--- src/rtl/sram_bist_if.sv ---
`default_nettype none
// ============================================================================
// Module   : sram_bist_if
// Purpose  : SRAM pin bundle between the BIST engine and the top-level pads.
//            The top level owns the DQ tristate; data is split into
//            out / in / output-enable.
// Revision : 1.0 - initial release
// ============================================================================
interface sram_bist_if #(
    parameter int pADDR_WIDTH = 21,
    parameter int pDATA_WIDTH = 8
);
    logic [pADDR_WIDTH-1:0] sram_a;
    logic [pDATA_WIDTH-1:0] sram_dout;
    logic [pDATA_WIDTH-1:0] sram_din;
    logic                   sram_dq_oe;
    logic                   sram_cen;
    logic                   sram_oen;
    logic                   sram_wen;

    modport master (
        output sram_a, sram_dout, sram_dq_oe, sram_cen, sram_oen, sram_wen,
        input  sram_din
    );

    modport slave (
        input  sram_a, sram_dout, sram_dq_oe, sram_cen, sram_oen, sram_wen,
        output sram_din
    );
endinterface
`default_nettype wire

--- src/rtl/sram_bist.sv ---
`default_nettype none
// ============================================================================
// Module   : sram_bist
// Purpose  : Built-in self-test for the external asynchronous SRAM. Writes a
//            selectable pattern over 0..addr_last, reads it back and reports
//            pass/fail, a saturating error count and the first failing address.
// Revision : 1.0 - initial release
// ============================================================================
module sram_bist #(
    parameter int          pADDR_WIDTH   = 21,
    parameter int          pDATA_WIDTH   = 8,
    parameter int          pWAIT_CYCLES  = 2,
    parameter int          pERRCNT_WIDTH = 16,
    parameter logic [31:0] pSEED         = 32'h1
) (
    input  wire logic                     clk,
    input  wire logic                     reset,
    input  wire logic                     i_start,
    input  wire logic                     i_abort,
    input  wire logic [1:0]               i_mode,
    input  wire logic [pADDR_WIDTH-1:0]   i_addr_last,
    output logic                          o_busy,
    output logic                          o_done,
    output logic                          o_pass,
    output logic [pERRCNT_WIDTH-1:0]      o_error_count,
    output logic [pADDR_WIDTH-1:0]        o_first_fail_addr,
    sram_bist_if.master                   sram
);

    typedef enum logic [2:0] {
        S_IDLE     = 3'd0,
        S_W_SETUP  = 3'd1,
        S_W_PULSE  = 3'd2,
        S_W_HOLD   = 3'd3,
        S_R_WAIT   = 3'd4,
        S_R_SAMPLE = 3'd5,
        S_DONE     = 3'd6
    } state_t;

    localparam logic [31:0]              C_POLY      = 32'h8020_0003;
    localparam int                       C_WAIT_W    = (pWAIT_CYCLES > 1) ? $clog2(pWAIT_CYCLES) : 1;
    localparam logic [C_WAIT_W-1:0]      C_WAIT_LAST = C_WAIT_W'(pWAIT_CYCLES - 1);
    localparam logic [pERRCNT_WIDTH-1:0] C_ERR_MAX   = '1;

    state_t                   r_state, w_state_n;
    logic [pADDR_WIDTH-1:0]   r_addr, w_addr_n, r_last, w_last_n;
    logic [31:0]              r_lfsr, w_lfsr_n;
    logic [C_WAIT_W-1:0]      r_wait, w_wait_n;
    logic [1:0]               r_mode, w_mode_n;
    logic                     w_start_run, w_abort_run, w_finish, w_sample, w_at_last;
    logic                     w_cen_n, w_oen_n, w_wen_n, w_oe_n, w_wr_state, w_rd_state;

    logic [pADDR_WIDTH-1:0]   r_sram_a;
    logic [pDATA_WIDTH-1:0]   r_dout;
    logic                     r_oe, r_cen, r_oen, r_wen;

    logic [pDATA_WIDTH-1:0]   r_din, r_cmp_exp;
    logic [pADDR_WIDTH-1:0]   r_cmp_addr;
    logic                     r_cmp_vld;

    logic                     r_busy, r_done, r_pass, r_fail_seen;
    logic [pERRCNT_WIDTH-1:0] r_err;
    logic [pADDR_WIDTH-1:0]   r_ffa;

    // Data pattern for one address; LFSR state is the per-address value.
    function automatic logic [pDATA_WIDTH-1:0] f_pattern(input logic [1:0] mode,
                                                         input logic [pADDR_WIDTH-1:0] addr,
                                                         input logic [31:0] lfsr);
        logic [31:0] v_word;
        case (mode)
            2'd0:    v_word = 32'(addr);
            2'd1:    v_word = ~32'(addr);
            2'd2:    v_word = lfsr;
            default: v_word = addr[0] ? 32'hAAAA_AAAA : 32'h5555_5555;
        endcase
        return v_word[pDATA_WIDTH-1:0];
    endfunction

    // Right-shifting Galois LFSR; the tap mask is applied when bit 0 falls out.
    function automatic logic [31:0] f_lfsr_step(input logic [31:0] lfsr);
        return {1'b0, lfsr[31:1]} ^ (lfsr[0] ? C_POLY : 32'h0);
    endfunction

    assign w_at_last = (r_addr == r_last);

    // Next-state, address/LFSR sequencing and next strobe levels.
    always_comb begin
        w_state_n   = r_state;
        w_addr_n    = r_addr;
        w_last_n    = r_last;
        w_lfsr_n    = r_lfsr;
        w_wait_n    = r_wait;
        w_mode_n    = r_mode;
        w_start_run = 1'b0;
        w_abort_run = 1'b0;
        w_finish    = 1'b0;
        w_sample    = 1'b0;
        case (r_state)
            S_IDLE: begin
                if (i_start) begin
                    w_state_n   = S_W_SETUP;
                    w_addr_n    = '0;
                    w_lfsr_n    = pSEED;
                    w_mode_n    = i_mode;
                    w_last_n    = i_addr_last;
                    w_start_run = 1'b1;
                end
            end
            S_W_SETUP: begin
                w_state_n = S_W_PULSE;
                w_wait_n  = '0;
            end
            S_W_PULSE: begin
                if (r_wait == C_WAIT_LAST) w_state_n = S_W_HOLD;
                else                       w_wait_n  = r_wait + C_WAIT_W'(1);
            end
            S_W_HOLD: begin
                w_wait_n = '0;
                if (w_at_last) begin
                    w_addr_n  = '0;
                    w_lfsr_n  = pSEED;
                    w_state_n = S_R_WAIT;
                end else begin
                    w_addr_n  = r_addr + pADDR_WIDTH'(1);
                    w_lfsr_n  = f_lfsr_step(r_lfsr);
                    w_state_n = S_W_SETUP;
                end
            end
            S_R_WAIT: begin
                if (r_wait == C_WAIT_LAST) w_state_n = S_R_SAMPLE;
                else                       w_wait_n  = r_wait + C_WAIT_W'(1);
            end
            S_R_SAMPLE: begin
                w_sample = 1'b1;
                w_wait_n = '0;
                if (w_at_last) begin
                    w_state_n = S_DONE;
                end else begin
                    w_addr_n  = r_addr + pADDR_WIDTH'(1);
                    w_lfsr_n  = f_lfsr_step(r_lfsr);
                    w_state_n = S_R_WAIT;
                end
            end
            S_DONE: begin
                // Hold one cycle so the last registered compare lands first.
                if (!r_cmp_vld) begin
                    w_finish  = 1'b1;
                    w_state_n = S_IDLE;
                end
            end
            default: w_state_n = S_IDLE;
        endcase
        if ((r_state != S_IDLE) && i_abort) begin
            w_state_n   = S_IDLE;
            w_addr_n    = r_addr;
            w_lfsr_n    = r_lfsr;
            w_wait_n    = '0;
            w_sample    = 1'b0;
            w_finish    = 1'b0;
            w_abort_run = 1'b1;
        end
        w_wr_state = (w_state_n == S_W_SETUP) || (w_state_n == S_W_PULSE) || (w_state_n == S_W_HOLD);
        w_rd_state = (w_state_n == S_R_WAIT) || (w_state_n == S_R_SAMPLE);
        w_cen_n    = !(w_wr_state || w_rd_state);
        w_oen_n    = !w_rd_state;
        w_wen_n    = (w_state_n != S_W_PULSE);
        w_oe_n     = w_wr_state;
    end

    // FSM state and sequencing registers.
    always_ff @(posedge clk) begin
        if (reset) begin
            r_state <= S_IDLE;
            r_addr  <= '0;
            r_last  <= '0;
            r_lfsr  <= pSEED;
            r_wait  <= '0;
            r_mode  <= 2'd0;
        end else begin
            r_state <= w_state_n;
            r_addr  <= w_addr_n;
            r_last  <= w_last_n;
            r_lfsr  <= w_lfsr_n;
            r_wait  <= w_wait_n;
            r_mode  <= w_mode_n;
        end
    end

    // Registered SRAM pins, decoded from the state being entered.
    always_ff @(posedge clk) begin
        if (reset) begin
            r_sram_a <= '0;
            r_dout   <= '0;
            r_oe     <= 1'b0;
            r_cen    <= 1'b1;
            r_oen    <= 1'b1;
            r_wen    <= 1'b1;
        end else begin
            r_sram_a <= w_addr_n;
            r_dout   <= f_pattern(w_mode_n, w_addr_n, w_lfsr_n);
            r_oe     <= w_oe_n;
            r_cen    <= w_cen_n;
            r_oen    <= w_oen_n;
            r_wen    <= w_wen_n;
        end
    end

    // Capture read data with its expected value; compared on the next edge.
    always_ff @(posedge clk) begin
        if (reset) begin
            r_din      <= '0;
            r_cmp_exp  <= '0;
            r_cmp_addr <= '0;
            r_cmp_vld  <= 1'b0;
        end else begin
            r_cmp_vld <= w_sample;
            if (w_sample) begin
                r_din      <= sram.sram_din;
                r_cmp_exp  <= f_pattern(r_mode, r_addr, r_lfsr);
                r_cmp_addr <= r_addr;
            end
        end
    end

    // Run status, saturating error count and first failing address.
    always_ff @(posedge clk) begin
        if (reset) begin
            r_busy      <= 1'b0;
            r_done      <= 1'b0;
            r_pass      <= 1'b0;
            r_err       <= '0;
            r_ffa       <= '0;
            r_fail_seen <= 1'b0;
        end else if (w_start_run) begin
            r_busy      <= 1'b1;
            r_done      <= 1'b0;
            r_pass      <= 1'b0;
            r_err       <= '0;
            r_ffa       <= '0;
            r_fail_seen <= 1'b0;
        end else begin
            if (r_cmp_vld && (r_din != r_cmp_exp)) begin
                if (r_err != C_ERR_MAX) r_err <= r_err + pERRCNT_WIDTH'(1);
                if (!r_fail_seen) begin
                    r_ffa       <= r_cmp_addr;
                    r_fail_seen <= 1'b1;
                end
            end
            if (w_abort_run) begin
                r_busy <= 1'b0;
                r_done <= 1'b1;
                r_pass <= 1'b0;
            end else if (w_finish) begin
                r_busy <= 1'b0;
                r_done <= 1'b1;
                r_pass <= (r_err == '0);
            end
        end
    end

    assign sram.sram_a       = r_sram_a;
    assign sram.sram_dout    = r_dout;
    assign sram.sram_dq_oe   = r_oe;
    assign sram.sram_cen     = r_cen;
    assign sram.sram_oen     = r_oen;
    assign sram.sram_wen     = r_wen;
    assign o_busy            = r_busy;
    assign o_done            = r_done;
    assign o_pass            = r_pass;
    assign o_error_count     = r_err;
    assign o_first_fail_addr = r_ffa;

endmodule
`default_nettype wire

--- src/flat_wrapper.sv ---
// flat-port wrapper written by rule: the top's interface ports become plain ports
module sram_bist_flat 
#(
    parameter int          pADDR_WIDTH   = 21,
    parameter int          pDATA_WIDTH   = 8,
    parameter int          pWAIT_CYCLES  = 2,
    parameter int          pERRCNT_WIDTH = 16,
    parameter logic [31:0] pSEED         = 32'h1
)
  (clk, reset, i_start, i_abort, i_mode, i_addr_last, o_busy, o_done, o_pass, o_error_count, o_first_fail_addr, sram_sram_a, sram_sram_dout, sram_sram_dq_oe, sram_sram_cen, sram_sram_oen, sram_sram_wen, sram_sram_din);
  sram_bist_if #(.pADDR_WIDTH(pADDR_WIDTH), .pDATA_WIDTH(pDATA_WIDTH)) sram_i ();
  input  wire logic clk;
  input  wire logic reset;
  input  wire logic i_start;
  input  wire logic i_abort;
  input  wire logic [1:0] i_mode;
  input  wire logic [pADDR_WIDTH-1:0] i_addr_last;
  output logic o_busy;
  output logic o_done;
  output logic o_pass;
  output logic [pERRCNT_WIDTH-1:0] o_error_count;
  output logic [pADDR_WIDTH-1:0] o_first_fail_addr;
  output wire logic [$bits(sram_i.sram_a)-1:0] sram_sram_a;
  output wire logic [$bits(sram_i.sram_dout)-1:0] sram_sram_dout;
  output wire logic [$bits(sram_i.sram_dq_oe)-1:0] sram_sram_dq_oe;
  output wire logic [$bits(sram_i.sram_cen)-1:0] sram_sram_cen;
  output wire logic [$bits(sram_i.sram_oen)-1:0] sram_sram_oen;
  output wire logic [$bits(sram_i.sram_wen)-1:0] sram_sram_wen;
  input wire logic [$bits(sram_i.sram_din)-1:0] sram_sram_din;
  assign sram_sram_a = sram_i.sram_a;
  assign sram_sram_dout = sram_i.sram_dout;
  assign sram_sram_dq_oe = sram_i.sram_dq_oe;
  assign sram_sram_cen = sram_i.sram_cen;
  assign sram_sram_oen = sram_i.sram_oen;
  assign sram_sram_wen = sram_i.sram_wen;
  assign sram_i.sram_din = sram_sram_din;
  sram_bist #(.pADDR_WIDTH(pADDR_WIDTH), .pDATA_WIDTH(pDATA_WIDTH), .pWAIT_CYCLES(pWAIT_CYCLES), .pERRCNT_WIDTH(pERRCNT_WIDTH), .pSEED(pSEED)) u_core (.clk(clk), .reset(reset), .i_start(i_start), .i_abort(i_abort), .i_mode(i_mode), .i_addr_last(i_addr_last), .o_busy(o_busy), .o_done(o_done), .o_pass(o_pass), .o_error_count(o_error_count), .o_first_fail_addr(o_first_fail_addr), .sram(sram_i));
endmodule
--- config.mk ---
export PLATFORM = sky130hd
export DESIGN_NAME = sram_bist_flat
export DESIGN_NICKNAME = d
export VERILOG_FILES = /design/src/rtl/sram_bist_if.sv /design/src/rtl/sram_bist.sv /design/src/flat_wrapper.sv
export SDC_FILE = /design/constraint.sdc
export NUM_CORES = 1
export LEC_CHECK = 0
export BUFFER_PORTS_ARGS = -buffer_cell sky130_fd_sc_hd__buf_2
export CAP_MARGIN = 20
export CORE_MARGIN = 10
export CORE_UTILIZATION = 50
export CTS_CLUSTER_DIAMETER = 60
export DETAILED_ROUTE_END_ITERATION = 10
export PLACE_DENSITY = 0.8
export SLEW_MARGIN = 0
export SYNTH_ARGS = -nofsm -noshare
export SYNTH_HDL_FRONTEND = slang
export SYNTH_SLANG_ARGS = --single-unit
--- constraint.sdc ---
create_clock -name clk -period 4.07 [get_ports clk]
set_clock_uncertainty 0.2 [all_clocks]
set_input_delay 0 -clock clk [delete_from_list [all_inputs] [get_ports clk]]
set_output_delay 0 -clock clk [all_outputs]
set_load 0.02 [all_outputs]
=== Word-level counts from Yosys, hierarchy flattened ===
Cells that the tools add are included.
Widths: inputs -> output; s select.

* Word-level logic and storage cells: 111
* Bits in registers: 171
* Memories: 0
* Bits in read-only memories: 0
* Latch bits: 0
* Bits of input ports: 35
* Memory bits (writable): 0

* Bitwise gates (word level): 4
* Equal/unequal tests: 19
* Multipliers: 0
* Reduce and logical (&&, ||, !) cells: 24
* Muxes and demuxes: 40
* Shifts and indexed selects: 0
* Order comparisons: 0
* Divide/modulo/power cells: 0
* $add $sub $neg: 3

{| class="wikitable"
|+ Operators by type and width
! cell !! count
|-
| $mux 32 || 5
|-
| $pmux 32 s3 || 1
|-
| $mux 21 || 4
|-
| $pmux 21 s3 || 1
|-
| $pmux 8 s3 || 2
|-
| $xor 31x32->32 || 1
|-
| $add 21x1->21 const B || 1
|-
| $eq 21x21->1 || 1
|-
| $pmux 3 s7 || 1
|-
| $mux 3 || 6
|-
| $add 16x1->16 const B || 1
|-
| $logic_not 16->1 || 1
|-
| $mux 8 || 2
|-
| $ne 16x16->1 const B || 1
|-
| $not 8->8 || 2
|-
| $eq 3x3->1 const B || 5
|-
| $mux 1 || 14
|-
| $eq 3x2->1 const B || 4
|-
| $ne 8x8->1 || 1
|-
| $eq 3x1->1 const B || 2
|-
| $mux 2 || 3
|-
| $reduce_and 2->1 || 3
|-
| $reduce_bool 3->1 || 2
|-
| $reduce_or 2->1 || 3
|-
| 13 further kinds || 23
|}

=== Longest topological paths before layout ===
* Depth in word-level cells: 9
* Mapped depth: 14
* Gate-level depth less buffers: 11

=== Least setup slack after synthesis ===
OpenSTA, ideal clock, no wires.

* Kind: register -> register
* From: register u_core.r_addr[13]
* To: register u_core.r_dout[5], in the netlist u_core.sram.sram_dout[5]
* Arrival time: 3.072 ns
* Setup slack: 0.711 ns
* Clock period less this slack: 3.359 ns
* Cell stages (with the launch flop): 15
* Required time: 3.784 ns
* Path buffers: 3
* Cells stage by stage: dfxtp_1 buf_2 xor2_2 nor4_4 and4_4 buf_6 nand2_4 buf_6 ha_1 a2bb2oi_1 o32a_1 and2_1 or2_1 a211o_1 a221oi_2

* Word-level cells in the longest chain between the ends: 6
* Elaborated cells on any way between the ends: 12
* Those cells by class: eq/ne (1); mux (10); bitwise (1)

{| class="wikitable"
|+ RTL lines
! item !! line !! text
|-
| start, declared || sram_bist.sv:46 || <nowiki>logic [pADDR_WIDTH-1:0] r_addr, w_addr_n, r_last, w_last_n;</nowiki>
|-
| start signal, assigned || sram_bist.sv:181 || <nowiki>r_addr <= w_addr_n;</nowiki>
|-
| $eq 21x21->1 (*) || sram_bist.sv:84 || <nowiki>assign w_at_last = (r_addr == r_last);</nowiki>
|-
| $mux 21 (on tied branches) || sram_bist.sv:136, sram_bist.sv:119 ||
|-
| $pmux 21 s3 || sram_bist.sv:98 || <nowiki>case (r_state)</nowiki>
|-
| $mux 21 || sram_bist.sv:153 || <nowiki>if ((r_state != S_IDLE) && i_abort) begin</nowiki>
|-
| $mux 8 or $not 8->8 (tied branches) || sram_bist.sv:74, sram_bist.sv:72 ||
|-
| $pmux 8 s3 (*) || sram_bist.sv:70 || <nowiki>case (mode)</nowiki>
|-
| end signal, assigned || sram_bist.sv:200 || <nowiki>r_dout <= f_pattern(w_mode_n, w_addr_n, w_lfsr_n);</nowiki>
|-
| end, declared || sram_bist.sv:54 || <nowiki>logic [pDATA_WIDTH-1:0] r_dout;</nowiki>
|}

Every way passes the cells marked *; elsewhere a longest branch is shown, timed or not.
A chain may end at the register's enable or synchronous reset.

=== Worst setup path after layout ===
* From: register u_core.r_addr[16]
* To: register u_core.r_dout[5], in the netlist u_core.sram.sram_dout[5]

Same word-level chain as after synthesis.

==> summary.txt <==
Synth
  – Post-synth ARST share: 0%
  – Yosys warns: 0
  – Syn Std Cell Area: 7750 um^2
  – Post-synth EDFFs: 0
  – Top FF cell, synth: dfxtp_1
  – Post-Syn Instances: 924
  – Syn nets: 963
  – Sequential-to-total area share from yosys stat: 44.2%
  – Mean Syn Cell Area: 8.39 um^2
  – Yosys cell types: 76
  – Seq cells post-synth: 171

Clock tree
  – H-Tree Depth: 4
  – Later-pin clock latency in the skew report: 0.43 ns
  – Post-CTS Setup Bufs: 0
  – Clock tree sinks: 171
  – Post-CTS Resized: 0
  – CTS Root Buffer Type: clkbuf_16
  – Inserted Clock Buffers: 17
  – CTS tree: built
  – Hold buffers post-CTS: 44
  – Clock transition at path regs: 0.06 ns
  – Clk buf depth: 2

Global route
  – Number of global-route vias before repair: 6630
  – Initial antenna violation count: 0
  – Largest net degree at the start of global routing: 70
  – Remaining global-route overflow: 0
  – All-Layer GR Usage: 20.6%
  – First-pass GRT wire length: 34500 um

STA
  – Hold Violations, Final: 0
  – Setup TNS: 0 ns
  – Setup violators final: 0
  – Relative slew slack: 35.9%
  – Slew @ Worst Pin: 0.954 ns
  – Final Max Tran Viols: 0
  – Fin crit share: 86.0%
  – Period minus WS final: 3.50 ns
  – Unrepaired setup endpoints after global routing: no
  – Upper clock frequency limit: 286 MHz

Layout
  – Fillers: 1287
  – Commonest non-fill, non-tap cell in the layout: dfxtp_1
  – Final Instance Area: 9370 um^2
  – Ratio of cells with drive above 1 in the final layout: 17.6%
  – Commonest cells after routing, fill and taps aside: dfxtp_1 (171), nand2_1 (141), nor2_1 (131)
  – Nets@finish: 1081
  – N_diodes: 0
  – Area delta synth->final: 20.8%

Drt
  – Total Routed Length: 21200 um
  – Via Count: 6981
  – # DRC: 0
  – DR pass1 iterations: 5
  – ANT nets after route: 0
  – Starting DRT DRC Count: 666
  – Vias/cell: 5.62
  – WL per Instance: 17.0 um

Worst setup path
  – Cell depth of the worst setup path: 11
  – CP endpoint kind: flop
  – Startpoint Class: flop
  – Critical path's largest stage delay: 0.49 ns
  – Buffers & Inverters on Critical Path: 0
  – CP delay by family, top: simple AND/OR/NAND/NOR gates
  – WP data arrival: 3.65 ns
  – Reg2reg path depth: 11
  – WP data required: 4.22 ns
  – Worst-path cell chain: xor2_1, nor3_1, and4_4, nand2_4, ha_1, a2bb2oi_1, o32a_1, and2_1, or2_1, a211o_1, a221oi_2
  – Max FO, Critical Path: 15
  – CP max-delay cell: dfxtp_1
  – Worst R2R End: u_core.sram.sram_dout[5]$_SDFF_PP0_
  – R2R Setup Slk: 0.57 ns
  – Crit path to: u_core.sram.sram_dout[5]$_SDFF_PP0_
  – Worst setup path start: u_core.r_addr[16]$_SDFFE_PP0P_
  – R2r startpoint: u_core.r_addr[16]$_SDFFE_PP0P_
  – Crit Path Category: flop to flop

Status
  – Status: finished, final reports clean

Floorplanning
  – Chip width: 145 um
  – Die Area: 20900 um^2
  – IO Pins: 108
  – Row count: 45
  – Die height: 145 um
  – CORE AREA: 15200 um^2
  – Starting Density: 51.0%

Min path
  – Min-Delay Path Class: input port to flop

Power
  – Leak pwr: 3.78 nW
  – Final Power: 3.78 mW
  – Peak VDD IR: 0.364 mV
  – Power density over cell area: 404 nW/um^2

Placed design
  – Placed inst area: 8330 um^2
  – Hpwl dp: 14300 um
  – Port bufs: 107
  – Routability cong.: 0.924

Flow run
  – Max cap viols: 0
-- cells by family (layout without fill, tap and decap cells) --
family          count (synthesis)  count (layout)  share of synthesized area (%)
simple gates                  392             392                           23.4
compound gates                181             181                           15.7
flops                         171             171                           44.2
buf+inv                        82             213                           4.76
xor+xnor                       62              62                           7.10
mux                            32              32                           4.26
fa+ha+maj                       4               4                          0.646
-- cells in the mapped netlist (22+ instances only) --
library cell | count | area share (%)
nand3_1 | 22 | 1.4
mux2i_1 | 27 | 3.5
nand2_1 | 141 | 6.8
a21oi_1 | 83 | 5.4
buf_2 | 22 | 1.4
dfxtp_1 | 171 | 44
nor2_1 | 132 | 6.4
clkbuf_1 | 39 | 1.9
xor2_1 | 31 | 3.5
a22oi_1 | 31 | 3.0
xnor2_1 | 30 | 3.4
-- per-layer routing --
metal	track usage [%]	routed length, um	vias up	part of all wire, %
li1	-	-	3397	-
met1	26.5	9160	3268	43
met2	32.2	9810	275	46
met3	5.51	1630	41	7.7
met4	8.24	568	0	2.7
met5	0	0	-	0
-- through the flow --
step / hold WS [ns] / util [%] / setup slack [ns] / std cells
after global routing: 0.176 / 61.6 / 0.393 / 1243
after global placement: 0.0411 / 54.8 / 0.772 / 1167
after detailed placement: 0.0476 / 54.8 / 0.645 / 1167
final: 0.165 / 61.6 / 0.571 / 1243
after CTS: 0.135 / 61.6 / 0.618 / 1243
after floorplan: -0.0640 / - / 0.711 / 924
-- worst min path at each step --
| stage | end | start | depth (start not counted) | slack (ns) |
|---|---|---|---|---|
| global route | u_core.r_last[18]$_SDFFE_PP0P_ | i_addr_last[18] | 4 | 0.18 |
| finish | u_core.r_last[15]$_SDFFE_PP0P_ | i_addr_last[15] | 4 | 0.17 |
| CTS | u_core.r_last[0]$_SDFFE_PP0P_ | i_addr_last[0] | 4 | 0.13 |
| floorplan | u_core.r_last[14]$_SDFFE_PP0P_ | i_addr_last[14] | 2 | -0.06 |
| global placement | u_core.r_last[11]$_SDFFE_PP0P_ | i_addr_last[11] | 3 | 0.04 |
| detailed placement | u_core.r_last[0]$_SDFFE_PP0P_ | i_addr_last[0] | 3 | 0.05 |
-- power breakdown --
part	switching (mW)	internal, mW
logic	0.257	0.148
clock network	0.662	0.970
registers	0.0351	1.71
-- worst reg2reg max path: cells and delay by family (launching register included) --
family / cells / cell delay, ns
AOI/OAI and AO/OA: 4 / 0.87
xor gates and xnor gates: 1 / 0.14
DFF: 1 / 0.49
adders and majority gates: 1 / 0.33
and+or+nand+nor: 5 / 1.40
-- sequential cells by signal (all words and copies together), names as in the netlist, 2 cells and up --
signal                    cells
u_core.r_din                  8
u_core.r_last                21
u_core.r_lfsr                32
u_core.o_first_fail_addr     21
u_core.r_cmp_exp              8
u_core.sram.sram_dout         8
u_core.r_cmp_addr            21
u_core.r_state                3
u_core.r_mode                 2
u_core.o_error_count         16
u_core.r_addr                21
-- layout make-up --
type                            instances  area (um^2)  area share (%)
Multi-Input combinational cell        671         3960            42.3
Sequential cell                       171         3420            36.5
Timing Repair Buffer                  166         1090            11.6
Clock buffer                           23          488            5.21
Tap cell                              188          235            2.51
Clock inverter                          9          111            1.19
Inverter                               15         56.3           0.601
No activity file was read; power rests on OpenSTA's default activity.
